$ cat src/rtl/alu_multicycle.sv
// alu_multicycle -- WIDTH-generic multi-cycle ALU (AND/OR/ADD/SUB/SLT).
// Operands are consumed SLICE bits per clock, least significant slice first,
// with the slice carry registered between cycles. Result and flags are
// published together once the last slice completes and held until the
// consumer takes them.
//
// Ports:
//   clk, rst             rising-edge clock, synchronous active-high reset
//   in_valid / in_ready  operand handshake (in_ready high only while idle)
//   op[2:0]              {sub,s1,s2}: 000 AND, 001 OR, 01x ADD, 110 SUB, 111 SLT
//   a, b, cin            operands and carry-in (effective c0 = cin | op[2])
//   out_valid/out_ready  result handshake
//   f                    result
//   cout, zero, set, ovf registered flags
module alu_multicycle #(
  parameter int WIDTH = 32,
  parameter int SLICE = 8
) (
  input  logic             clk,
  input  logic             rst,
  input  logic             in_valid,
  output logic             in_ready,
  input  logic [2:0]       op,
  input  logic [WIDTH-1:0] a,
  input  logic [WIDTH-1:0] b,
  input  logic             cin,
  output logic             out_valid,
  input  logic             out_ready,
  output logic [WIDTH-1:0] f,
  output logic             cout,
  output logic             zero,
  output logic             set,
  output logic             ovf
);

  localparam int NSLICE = WIDTH / SLICE;
  localparam int IDX_W  = (NSLICE > 1) ? $clog2(NSLICE) : 1;

  typedef enum logic [1:0] {S_IDLE, S_BUSY, S_DONE} state_t;

  state_t             r_state;
  state_t             w_next;

  logic [WIDTH-1:0]   r_a;
  logic [WIDTH-1:0]   r_b;
  logic [WIDTH-1:0]   r_acc;
  logic [2:0]         r_op;
  logic               r_carry;
  logic [IDX_W-1:0]   r_idx;
  logic [WIDTH-1:0]   r_f;
  logic               r_cout;
  logic               r_zero;
  logic               r_set;
  logic               r_ovf;

  logic               w_accept;
  logic               w_last;
  logic               w_arith;
  logic               w_is_slt;
  logic [SLICE-1:0]   w_a_sl;
  logic [SLICE-1:0]   w_b_raw;
  logic [SLICE-1:0]   w_b_sl;
  logic [SLICE-1:0]   w_logic;
  logic [SLICE:0]     w_sum;
  logic [SLICE-1:0]   w_res;
  logic               w_c_msb;
  logic               w_v;
  logic               w_set;
  logic [WIDTH-1:0]   w_full;
  logic [WIDTH-1:0]   w_final;

  // ---------------- control FSM ----------------
  always_ff @(posedge clk) begin
    if (rst) r_state <= S_IDLE;
    else     r_state <= w_next;
  end

  always_comb begin
    w_next    = r_state;
    in_ready  = 1'b0;
    out_valid = 1'b0;
    unique case (r_state)
      S_IDLE: begin
        in_ready = 1'b1;
        if (in_valid) w_next = S_BUSY;
      end
      S_BUSY: begin
        if (w_last) w_next = S_DONE;
      end
      S_DONE: begin
        out_valid = 1'b1;
        if (out_ready) w_next = S_IDLE;
      end
      default: w_next = S_IDLE;
    endcase
  end

  assign w_accept = (r_state == S_IDLE) && in_valid;
  assign w_last   = (r_state == S_BUSY) && (r_idx == IDX_W'(NSLICE - 1));

  // ---------------- slice datapath ----------------
  // The operand registers shift right one slice per cycle, so the active
  // slice is always the low SLICE bits; no variable indexing is needed.
  assign w_arith  = r_op[1];
  assign w_is_slt = (r_op == 3'b111);
  assign w_a_sl   = r_a[SLICE-1:0];
  assign w_b_raw  = r_b[SLICE-1:0];
  // Inversion of b only matters to the adder; logic ops use b as given.
  assign w_b_sl   = w_b_raw ^ {SLICE{r_op[2]}};
  assign w_logic  = r_op[0] ? (w_a_sl | w_b_raw) : (w_a_sl & w_b_raw);
  assign w_sum    = {1'b0, w_a_sl} + {1'b0, w_b_sl} + {{SLICE{1'b0}}, r_carry};
  assign w_res    = w_arith ? w_sum[SLICE-1:0] : w_logic;

  // Carry into the slice MSB recovered from the sum bit; on the last slice
  // this is the carry into bit WIDTH-1.
  assign w_c_msb  = w_a_sl[SLICE-1] ^ w_b_sl[SLICE-1] ^ w_sum[SLICE-1];
  assign w_v      = w_c_msb ^ w_sum[SLICE];
  assign w_set    = w_sum[SLICE-1] ^ w_v;

  // Accumulator fills from the top; after NSLICE shifts slice 0 sits at bit 0.
  assign w_full   = (r_acc >> SLICE) | (WIDTH'(w_res) << (WIDTH - SLICE));
  assign w_final  = w_is_slt ? WIDTH'(w_set) : w_full;

  // Working operands and accumulator: no reset, they are only observed
  // through r_f after a complete operation.
  always_ff @(posedge clk) begin
    if (w_accept) begin
      r_a <= a;
      r_b <= b;
      r_op <= op;
    end else if (r_state == S_BUSY) begin
      r_a   <= r_a >> SLICE;
      r_b   <= r_b >> SLICE;
      r_acc <= w_full;
    end
  end

  // Slice counter, carry chain and published result/flags.
  always_ff @(posedge clk) begin
    if (rst) begin
      r_idx   <= '0;
      r_carry <= 1'b0;
      r_f     <= '0;
      r_cout  <= 1'b0;
      r_zero  <= 1'b0;
      r_set   <= 1'b0;
      r_ovf   <= 1'b0;
    end else if (w_accept) begin
      r_idx   <= '0;
      r_carry <= cin | op[2];
    end else if (r_state == S_BUSY) begin
      r_idx   <= r_idx + IDX_W'(1);
      r_carry <= w_sum[SLICE];
      if (w_last) begin
        r_f    <= w_final;
        r_cout <= w_arith & w_sum[SLICE];
        r_ovf  <= w_arith & w_v;
        r_set  <= w_set;
        r_zero <= (w_final == '0);
      end
    end
  end

  assign f    = r_f;
  assign cout = r_cout;
  assign zero = r_zero;
  assign set  = r_set;
  assign ovf  = r_ovf;

endmodule

$ cat config.mk
export PLATFORM = sky130hd
export DESIGN_NAME = alu_multicycle
export DESIGN_NICKNAME = d
export VERILOG_FILES = /design/src/rtl/alu_multicycle.sv
export SDC_FILE = /design/constraint.sdc
export NUM_CORES = 1
export LEC_CHECK = 0
export CAP_MARGIN = 20
export CORE_MARGIN = 2
export CORE_UTILIZATION = 45
export DETAILED_ROUTE_END_ITERATION = 16
export GPL_TIMING_DRIVEN = 0
export PLACE_DENSITY = 0.71
export SLEW_MARGIN = 10
export SYNTH_ARGS = -nofsm -noshare
export SYNTH_HDL_FRONTEND = slang
export SYNTH_SLANG_ARGS = --single-unit
export TNS_END_PERCENT = 50
$ cat constraint.sdc
create_clock -name clk -period 4.3 [get_ports clk]
set_input_delay 0.645 -clock clk [delete_from_list [all_inputs] [get_ports clk]]
set_output_delay 0.645 -clock clk [all_outputs]
set_load 0.05 [all_outputs]
==> flow_summary.toml, run 1 <==
[setup_path]
critical_path.max_fanout = 9
rr_endpoint = "zero"
critPathSlowestCell = "clkbuf_1"
r2r_cells = 11
endpoint_kind = "flop"
crit_path_start_kind = "flop"
crit_path_cell_trace = "clkbuf_1 > xnor2_1 > fa_1 > inv_1 > fa_1 > a21o_2 > or4_1 > and3_4 > or3_1 > or4_1 > a221oi_2"
worstReg2RegStart = "r_op[2]"
cp_top_family = "simple AND/OR/NAND/NOR gates"
arrival_time_at_the_worst_endpoint_ns = 4.08
highest_cell_delay_on_the_worst_timing_path_ns = 0.48
worst_ep_required_time_ns = 4.63
worst-setup-path-type = "flop to flop"
worst-path-buf-inv = 2
rrSetupSlack_ns = 0.55

[floorplan]
placement_rows = 40
initial_core_util = 0.464
io-pin-count = 110
die_width_um = 116
dieArea_sq_um = 13300
core_sq_um = 12100
die_extent_in_y_um = 116

[global_route]
grt_overflow = 0
groute.layer.met2.usage = 0.326
global_route_usage_over_all_layers = 0.187
grt_use_met3 = 0.0737
grt_max_degree = 65
grt_antenna_before_repair = 0
grt.met1_usage = 0.203
vias_in_the_first_global_route = 3856
grt_most_used_layer = "met2"
first_pass_grt_wire_length_um = 18600

[power]
vdd.ir_drop.worst_mv = 0.292
pwr-share-comb = 0.136
p_int_uw = 2600
power_leakage_uw = 0.00268
switch_pwr_uw = 813
power.share.sequential = 0.457
power_per_cell_area_nw_per_um2 = 456
pwr-share-clk = 0.407
netSwitchingFraction = 0.238

[synthesis]
post_synth_main_area_contributors = "edfxtp_1, dfxtp_1, mux2_2"
async_reset_ff_frac = 0
area_fraction_of_the_dominant_cell_type_after_synthesis = 0.488
yosysWarningCount = 0
synth.largest_area_cell = "edfxtp_1"
count_of_flip_flops_with_a_built_in_enable_after_synthesis = 91
synth-seq-area-share = 0.635
dominantRegCellSynth = "edfxtp_1"
synth_cell_type_count = 53
syn-mean-instance-area_sq_um = 13.3
ys_ff_latch = 132
post_synth_inst_count = 420
synth_fp_nets = 502
summed_instance_area_of_the_synthesized_netlist_sq_um = 5600

[cells_and_area]
insertedDiodeCount = 0
finalNetCount = 630
layout_overhead_on_the_synthesized_area_pct = 33.7
drive_gt1_frac = 0.166

[sta]
report.final.setup_viol = 0
clock_skew_ns = 0.0165
max_freq_ghz = 0.267
finalCritPeriodShare = 0.871
final_period_minus_worst_setup_slack_ns = 3.75
final.setup.tns_ns = 0
grt_setup_unrepaired = "no"
maxSlewViolCount = 0
timing.slew.headroom = 0.426
worst_slack_ns = 0.555
hold_violations = 0
worstMarginPinSlew_ns = 0.861

[detailed_routing]
drtIter0Drc = 215
drcViolationCount = 0
route.antenna.remaining_nets = 0
route.vias.total = 3807
drt_wl_total_um = 11900
routed_via_count_divided_by_cell_count = 5.22
dr.pass1.iters = 5
route.detailed.wl_per_inst_um = 16.4

[clocking]
cts_tree = "done"
cts_max_level = 4
post_cts_buffers = 0
clkSlewWorstSetupHoldPaths_ns = 0.06
cts.path.max_buffers = 2
cts_made_buffers = 17
post_cts_sizing_count = 0
clock_tree.root_cell = "clkbuf_16"
cts_hold_buf = 0
cts_num_sinks = 132
worst_skew_pair.late_latency_ns = 0.42

[hold_path]
holdPathEnd = "f[0]"
worstHoldPathType = "flop to flop"
hp-start = "f[0]"
hold_path_depth = 2

[status]
outcome = "complete, no violations"

[placement]
gp_congestion = 0.842
hpwl_um = 8660
portBuffers = 109
post-place-ws_ns = 0.558

[flow_run]
max_capacitance_violation_count = 0
==> power groups by stage <==
stage	Sequential, uW	Combinational (uW)	Clock, uW
2_1_floorplan	1560	309	0
3_3_place_gp	1580	445	0
3_5_place_dp	1580	463	0
4_1_cts	1560	466	1410
5_1_grt	1570	506	1460
6_report	1560	464	1390
==> worst min-delay path, stage by stage, from the launching register on <==
cell and delay (ns):
dfxtp_1 0.31, nand2_1 0.05, a21oi_1 0.05
==> flip-flops by register name, summed over array words and instances (netlist names) <==
name     flops
zero         1
r_idx        2
r_acc       24
r_b         32
cout         1
f           32
r_carry      1
r_state      2
r_a         32
ovf          1
r_op         3
set          1
==> routing by layer <==
layer	up-vias	routed length, um
met5	-	0
met4	0	133
met3	13	943
met2	138	6170
met1	1812	4700
li1	1844	-
==> logic make-up (layout without fill, tap and decap cells) <==
kind of cell	count (synthesis)	in the layout	synth area share
AO/OA/AOI/OAI	78	78	0.0968
XOR/XNOR	11	11	0.0172
adder cells (fa/ha/maj)	14	14	0.0322
buffers and inverters	32	173	0.0250
flip-flops	132	132	0.635
multiplexers	49	49	0.0984
AND/OR/NAND/NOR	104	104	0.0953
==> cells in the mapped netlist, types with 2 or more instances <==
cell type	count
xor2_1	7
and3_1	17
edfxtp_1	91
clkbuf_1	21
nor2_1	40
dfxtp_1	41
nor3_1	4
nor4_1	5
maj3_1	4
o211ai_1	2
nand3_1	4
or4_1	2
nand2b_1	2
nand3b_1	2
a31oi_1	3
nand2_1	12
xnor2_1	4
clkbuf_8	2
a21oi_1	12
or3_1	3
and3_2	2
fa_1	2
nor2b_1	2
a31o_2	2
a22oi_1	32
inv_1	8
ha_1	8
a21o_1	2
o21ai_0	13
mux2_2	48
==> through the flow <==
step	area [sq um]	power, uW	std cells	hold WS (ns)	util
2_1_floorplan	5600	1870	420	0.451	-
3_3_place_gp	6900	2020	697	0.445	0.572
3_5_place_dp	6900	2050	697	0.449	0.572
4_1_cts	7480	3430	729	0.457	0.620
5_1_grt	7480	3540	729	0.481	0.620
6_report	7480	3410	729	0.456	0.620
==> worst max path at each step <==
| stage | start | end | slack (ns) | cells past startpoint |
|---|---|---|---|---|
| after CTS | r_op[2] | zero | 0.53 | 11 |
| after detailed placement | r_op[2] | zero | 0.56 | 11 |
| after global routing | r_op[2] | zero | 0.38 | 11 |
| final | r_op[2] | zero | 0.55 | 11 |
| after floorplan | r_op[2] | zero | 1.0 | 11 |
| after global placement | in_valid | r_b[25] | 0.23 | 5 |
==> layout make-up <==
type | count | area (sq um)
clock inverter | 10 | 92.6
clock buffer | 22 | 485
multi-input combinational | 256 | 1900
tap | 168 | 210
fill | 948 | 4580
inverter | 9 | 33.8
timing repair buffer | 109 | 1090
buffer | 23 | 108
sequential | 132 | 3550
==> cell usage in the layout (no fill, tap or decap), types with 4 or more instances in the layout <==
cell type        instances
edfxtp_1                91
xnor2_1                  4
clkdlybuf4s50_1        109
clkbuf_1                22
clkbuf_8                 4
mux2_2                  48
nor2_1                  40
ha_1                     8
nand3_1                  4
a22oi_1                 32
and3_1                  17
clkbuf_16               18
o21ai_0                 13
nand2_1                 12
xor2_1                   7
maj3_1                   4
dfxtp_1                 41
inv_1                    8
nor3_1                   4
a21oi_1                 12
nor4_1                   5
(Power assumes the default switching activity.)
==> run 2, diff against run 1 <==
--- a/config.mk
+++ b/config.mk
@@ -11,6 +11,7 @@
 export DETAILED_ROUTE_END_ITERATION = 16
 export GPL_TIMING_DRIVEN = 0
 export PLACE_DENSITY = 0.71
+export SETUP_SLACK_MARGIN = 0.15
 export SLEW_MARGIN = 10
 export SYNTH_ARGS = -nofsm -noshare
 export SYNTH_HDL_FRONTEND = slang
==> constraint.sdc (replaced) <==
create_clock -name clk -period 3.95 [get_ports clk]
set_input_delay 0.5925 -clock clk [delete_from_list [all_inputs] [get_ports clk]]
set_output_delay 0.5925 -clock clk [all_outputs]
set_load 0.05 [all_outputs]
==> run 2 against run 1 <==
Net effect:
- core utilization about the same
- die area unchanged
- register-to-register slack got worse by 0.19 ns
- non-clock buffer count unchanged
- via count decreased by 0.26%
- clock skew decreased by 0.0049 ns
- count of clock-buffer cells in the layout unchanged
- critical path type unchanged
- flip-flop and latch count unchanged
- largest power group unchanged
- first-iteration DRC count unchanged
- critical path depth unchanged
- fmax increased by 4.6%
==> flow_summary.toml, run 2 (synthesized netlist as in run 1, its figures left out) <==
[power]
totalPowerFinal_uw = 3710
vdd.ir_drop.worst_mv = 0.317
power_leakage_uw = 0.00269
pwr-share-comb = 0.136
pwr-share-clk = 0.407
switch_pwr_uw = 883
p_int_uw = 2830
power.share.sequential = 0.457
power_per_cell_area_nw_per_um2 = 496
netSwitchingFraction = 0.238

[setup_path]
endpoint_kind = "flop"
crit_path_cell_trace = "clkbuf_2 > xnor2_1 > fa_1 > inv_1 > fa_1 > a21o_2 > or4_1 > and3_4 > or3_1 > or4_1 > a221oi_2"
critical_path.max_fanout = 9
arrival_time_at_the_worst_endpoint_ns = 3.91
critPathSlowestCell = "or4_1"
rrSetupSlack_ns = 0.37
worst-setup-path-type = "flop to flop"
highest_cell_delay_on_the_worst_timing_path_ns = 0.45
worst_ep_required_time_ns = 4.28
crit_path_start_kind = "flop"

[cells_and_area]
total_non_filler_cell_area_in_the_finished_layout_sq_um = 7480
finalNetCount = 630
layout_commonest_cell = "clkdlybuf4s50_1"
insertedDiodeCount = 0
filler_free_cell_count_of_the_finished_design = 729
utilization = 0.620
most-common-layout-cells = "clkdlybuf4s50_1, edfxtp_1, mux2_2, dfxtp_1, nor2_1"
layout.filler_cells = 948
layout_overhead_on_the_synthesized_area_pct = 33.7
drive_gt1_frac = 0.168

[clocking]
worst_skew_pair.late_latency_ns = 0.42
cts_made_buffers = 17
post_cts_sizing_count = 0
post_cts_buffers = 0
cts.path.max_buffers = 2
clkSlewWorstSetupHoldPaths_ns = 0.06
cts_hold_buf = 0
cts_tree = "done"
cts_num_sinks = 132
clock_tree.root_cell = "clkbuf_16"
cts_max_level = 4

[sta]
timing.slew.headroom = 0.426
final_period_minus_worst_setup_slack_ns = 3.58
max_freq_ghz = 0.279
worstMarginPinSlew_ns = 0.861
report.final.setup_viol = 0
hold_violations = 0
finalCritPeriodShare = 0.907
maxSlewViolCount = 0
final.setup.tns_ns = 0
clock_skew_ns = 0.0116
grt_setup_unrepaired = "no"

[detailed_routing]
route.antenna.remaining_nets = 0
drcViolationCount = 0
route.detailed.wl_per_inst_um = 16.3
drtIter0Drc = 215
drt_wl_total_um = 11900
routed_via_count_divided_by_cell_count = 5.21
route.vias.total = 3797
dr.pass1.iters = 4

[placement]
dpl_cell_area_sq_um = 6900
dp.cells = 697
gp_congestion = 0.842
portBuffers = 109
hpwl_um = 8660

[floorplan]
placement_rows = 40
die_width_um = 116
dieArea_sq_um = 13300
initial_core_util = 0.464
die_extent_in_y_um = 116
io-pin-count = 110
core_sq_um = 12100

[global_route]
grt_max_degree = 65
grt_antenna_before_repair = 0
first_pass_grt_wire_length_um = 18600
vias_in_the_first_global_route = 3856
grt_overflow = 0
global_route_usage_over_all_layers = 0.187

[status]
outcome = "complete, no violations"

[flow_run]
max_capacitance_violation_count = 0

[hold_path]
worstHoldPathType = "flop to flop"
## run 2: final cells by class
class	instances	area, sq um	area share
Timing Repair Buffer	109	1090	0.146
Sequential cell	132	3550	0.475
Buffer	23	109	0.0146
Clock buffer	22	485	0.0649
Multi-Input combinational cell	256	1900	0.255
Inverter	9	33.8	0.00452
Tap cell	168	210	0.0281
Clock inverter	10	92.6	0.0124
## run 2: through the flow
stage / hold WS (ns) / setup WS [ns]
after floorplan: 0.451 / 0.649
after global placement: 0.445 / -0.0643
after detailed placement: 0.449 / 0.208
after CTS: 0.457 / 0.184
after global routing: 0.481 / 0.218
final: 0.456 / 0.368
## run 2: worst max-delay path: cells and delay by family, from the launching register on
kind,cells,cell delay (ns)
flip-flops,1,0.35
buffers and inverters,2,0.32
AND/OR/NAND/NOR,4,1.43
adder cells (fa/ha/maj),2,0.65
XOR/XNOR,1,0.24
AO/OA/AOI/OAI,2,0.51
## run 2: final timing paths
check           from  endpoint  cells past startpoint
max          r_op[2]      zero                     11
min             f[0]      f[0]                      2
max reg2reg  r_op[2]      zero                     11
min reg2reg     f[0]      f[0]                      2
## run 2: power by group through the flow
stage	Sequential [uW]	Clock, uW	Combinational, uW
after floorplan	1700	0	336
after global placement	1720	0	485
after detailed placement	1720	0	504
after CTS	1700	1530	508
after global routing	1710	1590	551
final	1690	1510	504
## run 2: routing by layer
layer  vias to the layer above  GRT usage  routed length, um
met5                         -          0                  0
met4                         0     0.0755                125
met3                        11     0.0737                920
met2                       124      0.326               6190
met1                      1818      0.203               4680
li1                       1844          -                  -
==> run 3, diff against run 2 <==
--- a/config.mk
+++ b/config.mk
@@ -6,8 +6,8 @@
 export NUM_CORES = 1
 export LEC_CHECK = 0
 export CAP_MARGIN = 20
-export CORE_MARGIN = 2
 export CORE_UTILIZATION = 45
+export CTS_CLUSTER_DIAMETER = 120
 export DETAILED_ROUTE_END_ITERATION = 16
 export GPL_TIMING_DRIVEN = 0
 export PLACE_DENSITY = 0.71
==> run 3 against run 2 <==
Net effect:
- cell area increased by 0.15%
- setup slack better by 0.057 ns
- fmax grew 1.6%
- flip-flop and latch count did not move
- first-iteration DRC count is 21% higher
- count of clock-buffer cells in the layout did not move
==> flow_summary.toml, run 3 (synthesized netlist as in run 1, its figures left out) <==
[status]
outcome = "complete, no violations"

[hold_path]
worstHoldPathType = "flop to flop"
hold_path_depth = 2
hp-start = "f[0]"
holdPathEnd = "f[0]"

[global_route]
first_pass_grt_wire_length_um = 19600
global_route_usage_over_all_layers = 0.202
vias_in_the_first_global_route = 3919
grt_max_degree = 65
grt_antenna_before_repair = 0
grt_overflow = 0

[setup_path]
rrSetupSlack_ns = 0.43
worstSetupStartpoint = "r_op[2]"
crit_path_start_kind = "flop"
worst_ep_required_time_ns = 4.28
worstReg2RegStart = "r_op[2]"
worst-setup-path-type = "flop to flop"
critical_path.max_fanout = 9
r2r_cells = 11
endpoint_kind = "flop"
arrival_time_at_the_worst_endpoint_ns = 3.85
rr_endpoint = "zero"

[power]
netSwitchingFraction = 0.239
vdd.ir_drop.worst_mv = 0.352
pwr-share-comb = 0.135
power_per_cell_area_nw_per_um2 = 499
power_leakage_uw = 0.00269
totalPowerFinal_uw = 3740
pwr-share-clk = 0.412
power.share.sequential = 0.453
switch_pwr_uw = 895
p_int_uw = 2840

[clocking]
cts.path.max_buffers = 2
post_cts_buffers = 0
cts_num_sinks = 132
cts_max_level = 4
cts_hold_buf = 0
worst_skew_pair.late_latency_ns = 0.41
clock_tree.root_cell = "clkbuf_16"
cts_made_buffers = 17
clkSlewWorstSetupHoldPaths_ns = 0.06
post_cts_sizing_count = 0
cts_tree = "done"

[detailed_routing]
dr.pass1.iters = 5
drcViolationCount = 0
routed_via_count_divided_by_cell_count = 5.34
route.detailed.wl_per_inst_um = 16.3
route.antenna.remaining_nets = 0
drtIter0Drc = 261
drt_wl_total_um = 11900
route.vias.total = 3894

[sta]
clock_skew_ns = 0.00813
hold_violations = 0
report.final.setup_viol = 0
timing.slew.headroom = 0.426
final_period_minus_worst_setup_slack_ns = 3.52
worstMarginPinSlew_ns = 0.861
grt_setup_unrepaired = "no"
fin_worst_hold_slack_ns = 0.455
max_freq_ghz = 0.284
maxSlewViolCount = 0
finalCritPeriodShare = 0.892

[cells_and_area]
insertedDiodeCount = 0
finalNetCount = 630
drive_gt1_frac = 0.171
filler_free_cell_count_of_the_finished_design = 729
layout_overhead_on_the_synthesized_area_pct = 33.9
utilization = 0.621
layout_commonest_cell = "clkdlybuf4s50_1"
most-common-layout-cells = "clkdlybuf4s50_1, edfxtp_1, mux2_2, dfxtp_1, nor2_1"

[floorplan]
dieArea_sq_um = 12900
placement_rows = 40
core_sq_um = 12100
io-pin-count = 110
die_width_um = 114
initial_core_util = 0.464
die_extent_in_y_um = 114

[placement]
dp.cells = 697
hpwl_um = 8520
portBuffers = 109
gp_congestion = 0.859

[flow_run]
max_capacitance_violation_count = 0
[run 3: changes by cell type in the layout (fill, tap and decap cells not counted)]
cell	change
inv_6	-2
clkbuf_1	-1
clkbuf_8	+1
inv_4	+1
clkinv_1	-1
clkinv_4	+1
clkinvlp_4	+1
[run 3: metal layers]
| metal | vias up | share of wire | routed length [um] | global-route usage |
|---|---|---|---|---|
| met2 | 151 | 0.52 | 6170 | 0.348 |
| met1 | 1883 | 0.39 | 4620 | 0.226 |
| met5 | - | 0 | 0 | 0 |
| met4 | 0 | 0.015 | 174 | 0.0754 |
| li1 | 1843 | - | - | - |
| met3 | 17 | 0.080 | 953 | 0.0776 |
[run 3: stage by stage]
step	setup WS, ns	TNS, ns	cell area (sq um)
2_1_floorplan	0.649	0	5600
3_3_place_gp	-0.111	-6.91	6900
3_5_place_dp	0.245	0	6900
4_1_cts	0.223	0	7490
5_1_grt	0.194	0	7490
6_report	0.425	0	7490
[run 3: worst max-delay path by stage]
stage / slack (ns) / endpoint
2_1_floorplan: 0.65 / zero
4_1_cts: 0.22 / zero
3_3_place_gp: -0.11 / r_b[18]
5_1_grt: 0.19 / zero
3_5_place_dp: 0.24 / zero
6_report: 0.43 / zero
[run 3: power by group through the flow]
stage          Combinational, uW  Sequential, uW  Clock (uW)
3_3_place_gp                 485            1720           0
5_1_grt                      563            1710        1620
6_report                     504            1690        1540
3_5_place_dp                 502            1720           0
2_1_floorplan                336            1700           0
4_1_cts                      507            1690        1560
[run 3: area by class of cell]
type                            instances  area [sq um]
Clock buffer                           22           495
Buffer                                 23           109
Clock inverter                         10          93.8
Multi-Input combinational cell        256          1900
Tap cell                              168           210
Sequential cell                       132          3550
Fill cell                             918          4570
Timing Repair Buffer                  109          1090
Inverter                                9          33.8
[run 3: worst max-delay path, cell delays in order (launching register included)]
cell and delay (ns):
edfxtp_1 0.36, clkbuf_2 0.24, xnor2_1 0.24, fa_1 0.23, inv_1 0.06, fa_1 0.41, a21o_2 0.24, or4_1 0.40
and3_4 0.20, or3_1 0.39, or4_1 0.45, a221oi_2 0.25
